[src/rtl/dmem_access_ctrl_pkg.sv]
// Shared Y86-64 instruction/status encodings and memory-stage FSM states.
// Imported by the memory access controller and its operand decoder.
package dmem_access_ctrl_pkg;

  localparam logic [3:0] IHALT   = 4'h0;
  localparam logic [3:0] INOP    = 4'h1;
  localparam logic [3:0] IRRMOVQ = 4'h2;
  localparam logic [3:0] IIRMOVQ = 4'h3;
  localparam logic [3:0] IRMMOVQ = 4'h4;
  localparam logic [3:0] IMRMOVQ = 4'h5;
  localparam logic [3:0] IOPQ    = 4'h6;
  localparam logic [3:0] IJXX    = 4'h7;
  localparam logic [3:0] ICALL   = 4'h8;
  localparam logic [3:0] IRET    = 4'h9;
  localparam logic [3:0] IPUSHQ  = 4'hA;
  localparam logic [3:0] IPOPQ   = 4'hB;

  localparam logic [2:0] SAOK = 3'd1;
  localparam logic [2:0] SHLT = 3'd2;
  localparam logic [2:0] SADR = 3'd3;
  localparam logic [2:0] SINS = 3'd4;

  typedef enum logic {
    ST_IDLE = 1'b0,
    ST_BUSY = 1'b1
  } state_e;

  function automatic logic is_wr_op(input logic [3:0] icode);
    return (icode == IRMMOVQ) || (icode == ICALL) || (icode == IPUSHQ);
  endfunction

  function automatic logic is_rd_op(input logic [3:0] icode);
    return (icode == IMRMOVQ) || (icode == IPOPQ) || (icode == IRET);
  endfunction

endpackage

[src/rtl/dmem_access_ctrl_op_decode.sv]
// Combinational decode of icode/valE/valA into memory access attributes.
// Zero latency; no flow control of its own.
module dmem_op_decode
  import dmem_access_ctrl_pkg::*;
#(
  parameter int DATA_W = 64,
  parameter int ADDR_W = 64
) (
  input  logic [3:0]        icode_i,
  input  logic [ADDR_W-1:0] val_e_i,
  input  logic [DATA_W-1:0] val_a_i,
  output logic              is_mem_o,
  output logic              we_o,
  output logic [ADDR_W-1:0] addr_o,
  output logic [DATA_W-1:0] wdata_o
);

  always_comb begin
    we_o     = is_wr_op(icode_i);
    is_mem_o = is_wr_op(icode_i) || is_rd_op(icode_i);
    wdata_o  = val_a_i;
    // Stack pops read from the old stack pointer carried in valA.
    if ((icode_i == IPOPQ) || (icode_i == IRET)) begin
      addr_o = val_a_i[ADDR_W-1:0];
    end else begin
      addr_o = val_e_i;
    end
  end

endmodule

[src/rtl/dmem_access_ctrl.sv]
// Memory-stage data memory access controller with ack timeout; optional
// alignment trap when DMEM_ALIGN_CHECK_EN is defined.
module dmem_access_ctrl
  import dmem_access_ctrl_pkg::*;
#(
  parameter int DATA_W  = 64,
  parameter int ADDR_W  = 64,
  parameter int TIMEOUT = 15
) (
  input  logic              clk_i,
  input  logic              rst_n_i,
  input  logic              M_valid_i,
  input  logic [3:0]        M_icode_i,
  input  logic [ADDR_W-1:0] M_valE_i,
  input  logic [DATA_W-1:0] M_valA_i,
  input  logic [2:0]        M_stat_i,
  output logic              dmem_req_o,
  output logic              dmem_we_o,
  output logic [ADDR_W-1:0] dmem_addr_o,
  output logic [DATA_W-1:0] dmem_wdata_o,
  input  logic              dmem_ack_i,
  input  logic              dmem_err_i,
  input  logic [DATA_W-1:0] dmem_rdata_i,
  output logic              m_valid_o,
  output logic [DATA_W-1:0] m_valM_o,
  output logic [2:0]        m_stat_o,
  output logic              m_stall_o
);

  localparam logic [7:0] CNT_LAST = 8'(TIMEOUT - 1);

  state_e            state_q, state_d;
  logic [7:0]        cnt_q, cnt_d;
  logic              req_q, req_d;
  logic              we_q, we_d;
  logic [ADDR_W-1:0] addr_q, addr_d;
  logic [DATA_W-1:0] wdata_q, wdata_d;
  logic              valid_q, valid_d;
  logic [DATA_W-1:0] valm_q, valm_d;
  logic [2:0]        stat_q, stat_d;

  logic              dec_mem, dec_we, misalign;
  logic [ADDR_W-1:0] dec_addr;
  logic [DATA_W-1:0] dec_wdata;

  dmem_op_decode #(.DATA_W(DATA_W), .ADDR_W(ADDR_W)) u_dec (
    .icode_i  (M_icode_i),
    .val_e_i  (M_valE_i),
    .val_a_i  (M_valA_i),
    .is_mem_o (dec_mem),
    .we_o     (dec_we),
    .addr_o   (dec_addr),
    .wdata_o  (dec_wdata)
  );

`ifdef DMEM_ALIGN_CHECK_EN
  localparam int ALIGN_W = $clog2(DATA_W / 8);
  assign misalign = |dec_addr[ALIGN_W-1:0];
`else
  assign misalign = 1'b0;
`endif

  always_comb begin
    state_d   = state_q;
    cnt_d     = cnt_q;
    req_d     = req_q;
    we_d      = we_q;
    addr_d    = addr_q;
    wdata_d   = wdata_q;
    valid_d   = 1'b0;
    valm_d    = valm_q;
    stat_d    = stat_q;
    m_stall_o = 1'b0;
    case (state_q)
      ST_IDLE: begin
        if (M_valid_i) begin
          if (!dec_mem || (M_stat_i != SAOK)) begin
            valid_d = 1'b1;
            valm_d  = '0;
            stat_d  = M_stat_i;
          end else if (misalign) begin
            valid_d = 1'b1;
            valm_d  = '0;
            stat_d  = SADR;
          end else begin
            m_stall_o = 1'b1;
            state_d   = ST_BUSY;
            cnt_d     = '0;
            req_d     = 1'b1;
            we_d      = dec_we;
            addr_d    = dec_addr;
            wdata_d   = dec_wdata;
          end
        end
      end
      ST_BUSY: begin
        // Ack is checked first so a late ack in the final wait cycle still lands.
        if (dmem_ack_i) begin
          state_d = ST_IDLE;
          req_d   = 1'b0;
          valid_d = 1'b1;
          valm_d  = we_q ? '0 : dmem_rdata_i;
          stat_d  = dmem_err_i ? SADR : M_stat_i;
        end else if (cnt_q == CNT_LAST) begin
          state_d = ST_IDLE;
          req_d   = 1'b0;
          valid_d = 1'b1;
          valm_d  = '0;
          stat_d  = SADR;
        end else begin
          m_stall_o = 1'b1;
          cnt_d     = cnt_q + 8'd1;
        end
      end
      default: state_d = ST_IDLE;
    endcase
  end

  always_ff @(posedge clk_i or negedge rst_n_i) begin
    if (!rst_n_i) begin
      state_q <= ST_IDLE;
      cnt_q   <= '0;
      req_q   <= 1'b0;
      we_q    <= 1'b0;
      addr_q  <= '0;
      wdata_q <= '0;
      valid_q <= 1'b0;
      valm_q  <= '0;
      stat_q  <= '0;
    end else begin
      state_q <= state_d;
      cnt_q   <= cnt_d;
      req_q   <= req_d;
      we_q    <= we_d;
      addr_q  <= addr_d;
      wdata_q <= wdata_d;
      valid_q <= valid_d;
      valm_q  <= valm_d;
      stat_q  <= stat_d;
    end
  end

  assign dmem_req_o   = req_q;
  assign dmem_we_o    = we_q;
  assign dmem_addr_o  = addr_q;
  assign dmem_wdata_o = wdata_q;
  assign m_valid_o    = valid_q;
  assign m_valM_o     = valm_q;
  assign m_stat_o     = stat_q;

endmodule

[config.mk]
export PLATFORM = sky130hd
export DESIGN_NAME = dmem_access_ctrl
export DESIGN_NICKNAME = d
export VERILOG_FILES = /design/src/rtl/dmem_access_ctrl_pkg.sv /design/src/rtl/dmem_access_ctrl_op_decode.sv /design/src/rtl/dmem_access_ctrl.sv
export SDC_FILE = /design/constraint.sdc
export NUM_CORES = 1
export LEC_CHECK = 0
export ABC_AREA = 1
export ABC_CLOCK_PERIOD_IN_PS = 3900
export CORE_AREA = 2 2 157 159
export CTS_CLUSTER_DIAMETER = 150
export DETAILED_ROUTE_END_ITERATION = 8
export DIE_AREA = 0 0 159 161
export PLACE_DENSITY = 0.73
export SYNTH_ARGS = -nofsm -noshare
export SYNTH_HDL_FRONTEND = slang
export SYNTH_SLANG_ARGS = --single-unit
[constraint.sdc]
create_clock -name clk_i -period 3.9 [get_ports clk_i]
set_input_delay 0.78 -clock clk_i [delete_from_list [all_inputs] [get_ports clk_i]]
set_output_delay 0.78 -clock clk_i [all_outputs]
set_load 0.005 [all_outputs]
; ---- After elaboration in Yosys (flattened, before gate mapping)
; Cells that the tools add are included.
[classes]
n_div = 0
n_lt_le_gt_ge = 0
multipliers = 0
n_eq_ne = 14
muxes = 33
shift = 0
reduce_logical = 12
bitwise = 2
n_addsub = 1
[ops]
columns = operator, n
row1 = $mux 64, 6
row2 = $pmux 64 s2, 1
row3 = $mux 8, 4
row4 = $eq 4x4->1 const B, 4
row5 = $pmux 8 s2, 1
row6 = $mux 3, 5
row7 = $mux 1, 12
row8 = $ne 2x2->1 const B, 5
row9 = $reduce_and 3->1, 3
row10 = $add 8x1->8 const B, 1
row11 = $eq 4x3->1 const B, 2
row12 = $eq 8x4->1 const B, 1
row13 = $logic_or 1x1->1, 7
row14 = $pmux 1 s2, 3
row15 = $pmux 3 s2, 1
row16 = $reduce_and 4->1, 1
row17 = $ne 3x1->1 const B, 1
row18 = $ne 3x2->1 const B, 1
row19 = $not 1->1, 2
row20 = $logic_not 1->1, 1
[word_totals]
register_bits = 207
latchBits = 0
elab_cells = 71
input_bits = 204
rom_bits = 0
ram_bits = 0
memories = 0
output_inout_bits = 199

; ---- Depth between registers and ports, before layout
[depth]
word_depth = 9
mapped_depth = 9

; ---- Cells and area by module
; Synthesis repeated with hierarchy kept, for this count alone.
[hier_totals]
hier_cells = 1234
hier_area_um2 = 9680.5
[by_module_without_submodules]
columns = module, n_inst, area_each_um2, cells_each
row1 = dmem_access_ctrl, 1, 8220.4, 944
row2 = dmem_op_decode, 1, 1460.2, 290

; ---- Least setup slack after synthesis
; No wires, ideal clock.
[synth_timing]
path_type = in2out
start = input port M_stat_i[1]
end = output port m_stall_o
required_ns = 3.120
t_arrival_ns = 1.321
path_slack_ns = 1.799
stages = 3
path_cell_list = nor3_2 -> nand3_2 -> nand2_2
[synth_between]
elab_chain_cells = 5
[synth_lines]
columns = element, line_no
row1 = start: declaration, dmem_access_ctrl.sv:16  ; input logic [2:0] M_stat_i,
row2 = $ne 3x1->1, dmem_access_ctrl.sv:77  ; if (!dec_mem || (M_stat_i != SAOK)) begin
row3 = $logic_or 1x1->1, dmem_access_ctrl.sv:77
row4 = $mux 1, dmem_access_ctrl.sv:77
row5 = $mux 1, dmem_access_ctrl.sv:76  ; if (M_valid_i) begin
row6 = $pmux 1 s2, dmem_access_ctrl.sv:74  ; case (state_q)
row7 = end: declaration, dmem_access_ctrl.sv:27  ; output logic m_stall_o
; No other way between the ends.

; ---- Worst setup path in the final report
[layout_timing]
start = input port M_icode_i[3]
end = output port m_stall_o
[layout_between]
elab_chain_cells = 9
word_cells_on_any_way = 16
classes_between = eq/ne: 6 / mux: 3 / reduce/logical: 7
[layout_lines]
columns = element, line_no
row1 = start: declaration, dmem_access_ctrl.sv:13  ; input logic [3:0] M_icode_i,
row2 = "$eq 4x3->1, or another cell as far along", dmem_access_ctrl_pkg.sv:29  ; return (icode == IRMMOVQ) || (icode == ICALL) || (icode == IPUSHQ);
row3 = "$logic_or 1x1->1, on equally long branches (2 in a row)", "dmem_access_ctrl_pkg.sv:29, dmem_access_ctrl_pkg.sv:33"
row4 = $logic_or 1x1->1 *, dmem_access_ctrl_op_decode.sv:20  ; is_mem_o = is_wr_op(icode_i) || is_rd_op(icode_i);
row5 = $logic_not 1->1 *, dmem_access_ctrl.sv:77
row6 = $logic_or 1x1->1 *, dmem_access_ctrl.sv:77
row7 = $mux 1 *, dmem_access_ctrl.sv:77
row8 = $mux 1 *, dmem_access_ctrl.sv:76
row9 = $pmux 1 s2 *, dmem_access_ctrl.sv:74
; Mark *: on every way between the ends. The rest lies on a longest branch, timed or not.

==> flow_summary.yaml <==
global_route:
  grt-ovfl-total: 0
  first_global_vias: 8223
  grt_util_all_layers_pct: 21.6
  antenna_found_initial: 1
  grt_pass1_wl_um: 44400
  grt_start_max_net_pins: 119
cts:
  cts_tree: "built"
  cts_root_buf: "clkbuf_16"
  cts_max_level: 1
  hold_buffers: 0
  clk_pin_slew_worst_paths_ns: 0.06
  cts_resized: 0
  clockBufferDepth: 3
  clock-sinks: 207
  clk_latency_ns: 0.50
  post_cts_buffers: 0
  cts_buffers: 23
finish:
  final_util_pct: 58.4
  num-nets-final: 1660
  fin_area_um2: 14000
  layout-drive-gt1-share_pct: 4.49
  fill_cells: 2137
  final-instance-count-excl-fill: 1794
  seqCellArea_um2: 5180
  syn_to_final_growth_pct: 58.5
  multi_input_area_um2: 3100
yosys:
  synth_top_area_share_pct: 58.7
  netlist_area_um2: 8830
  syn-num-nets: 1280
  ys_seq_area_share_pct: 58.7
  ys_ff_latch: 207
  yosys.area.top_type: "dfrtp_1"
  synth_area_leaders: "dfrtp_1 (59%), nand2_1 (21%), o21ai_0 (7.0%)"
  syn_avg_cell_area_um2: 8.22
  ys_types: 24
  synth_warnings: 0
  syn_inst: 1074
sta:
  slew_violations: 0
  min_period_ns: 3.19
  fin_worst_skew_ns: 0.00932
  worst_slew_pin_slew_ns: 1.06
  slew-limit-headroom_pct: 29.6
  fin_crit_sh_pct: 81.7
  hold_violations: 0
  fmax_ghz: 0.314
  worst_hold_slack_ns: 0.394
  finalSetupTns_ns: 0
  grt_setup_unrepaired: "false"
  setup_viol: 0
placed_design:
  dp_hpwl_um: 20300
  port_buffers: 402
  postPlaceCellArea_um2: 13100
  gp_congestion: 0.900
  placed_cells: 1753
worst_setup_path:
  max_stage_delay_ns: 0.56
  arrival_ns: 2.41
  slowest_stage: "clkdlybuf4s50_1"
  crit_type: "in2out"
  start_kind: "input port"
  path_max_fanout: 11
  path_cells: "clkdlybuf4s50_1 -> nor2_1 -> nand2_1 -> nand2_1 -> nand3_4 -> nand2_2 -> clkdlybuf4s50_1"
  worst_ep_required_time_ns: 3.12
  cp-end-kind: "output pin"
drt:
  drtAntennaViolNets: 0
  routedWlPerCell_um: 15.9
  drt_first_pass_iters: 5
  drt_wl_total_um: 28500
  drtIter0Drc: 501
  avgViaCountPerCell: 4.67
  vias: 8379
  drc: 0
floorplan:
  die_x_um: 159
  fp.dieH_um: 161
  die_area_um2: 25600
  rows: 57
  core_area_um2: 24000
  start_util_pct: 36.8
  ioPinCount: 403
min_path:
  min_path_type: "in2async"
run_status:
  outcome: "complete, no violations"
power:
  powerDensity_nw_per_um2: 466
  vdd_ir_drop_max_mv: 0.302
  p_leak_nw: 6.96
flow_run:
  max_cap_viol_count: 0
metal layers:
metal | track usage, % | share of wire [%]
met4 | 6.82 | 2.9
met1 | 27.2 | 41
met2 | 35.6 | 47
met3 | 7.01 | 9.2
met5 | 0 | 0
logic make-up after synthesis:
kind of cell / count (synthesis) / synth area share [%]
mux: 1 / 0.113
flops: 207 / 58.7
fa+ha+maj: 2 / 0.283
xor+xnor: 3 / 0.298
simple gates: 588 / 26.4
compound gates: 135 / 7.77
buf+inv: 138 / 6.49
through the flow:
step | total power, W | setup WS [ns]
finish | 0.00651 | 0.713
floorplan | 0.00307 | 1.80
global placement | 0.00413 | 0.726
CTS | 0.00659 | 0.710
detailed placement | 0.00416 | 0.714
global route | 0.00684 | 0.602
where the power goes:
| group | leakage [nW] | switching, W | internal [W] | total, W |
|---|---|---|---|---|
| Sequential | 2.73 | 0.000196 | 0.00248 | 0.00267 |
| Clock | 0.402 | 0.000906 | 0.00149 | 0.00240 |
| Combinational | 3.83 | 0.000556 | 0.000885 | 0.00144 |
| Total | 6.96 | 0.00166 | 0.00486 | 0.00651 |
critical path: cells and delay by family:
family | cells | cell delay, ns
and+or+nand+nor | 5 | 0.56
buffers and inverters | 2 | 1.05
final cells by class:
cell class              count  share of cell area [%]
clock inverters            13                    1.53
repair buffers            416                    29.8
flip-flops and latches    207                    37.0
clock buffers              27                    4.51
multi-input cells         729                    22.2
well taps                 324                    2.90
inverters                  77                    2.07
diodes                      1                  0.0179
final timing paths:
check / startpoint / endpoint / slack [ns] / cells past startpoint
min in group clk_i: dmem_addr_o[28] / dmem_addr_o[28] / 0.47 / 2
worst min register to register: dmem_addr_o[28] / dmem_addr_o[28] / 0.47 / 2
worst min-delay path: rst_n_i / m_valM_o[8] / 0.39 / 1
worst max-delay path: M_icode_i[3] / m_stall_o / 0.71 / 7
max in group asynchronous: rst_n_i / m_valM_o[50] / 2.56 / 2
worst max register to register: state_q / dmem_addr_o[50] / 1.72 / 7
state kept, by name, summed over array words and instances (netlist names):
name,count
cnt_q,8
dmem_addr_o,64
dmem_req_o,1
dmem_wdata_o,64
dmem_we_o,1
m_stat_o,3
m_valM_o,64
m_valid_o,1
state_q,1
synth_stat cells (all sizes together):
library cell,instances
o21ai,132
dfrtp,207
ha,2
o22ai,1
mux2i,1
nor2,14
inv,77
clkbuf,20
buf,41
or2,1
o21bai,2
xor2,3
nor3,2
nand3,75
nand2,496
cell usage in the layout, fill, tap and decap left out, drive strengths merged:
cell	Yosys	final
buf	41	14
bufinv	0	5
clkbuf	20	28
clkdlybuf4s50	0	401
clkinv	0	2
clkinvlp	0	4
dfrtp	207	207
diode	0	1
ha	2	2
inv	77	79
mux2i	1	1
nand2	496	496
nand3	75	75
nor2	14	14
nor3	2	2
o21ai	132	132
o21bai	2	2
o22ai	1	1
or2	1	1
xor2	3	3
(Power assumes the default switching activity.)
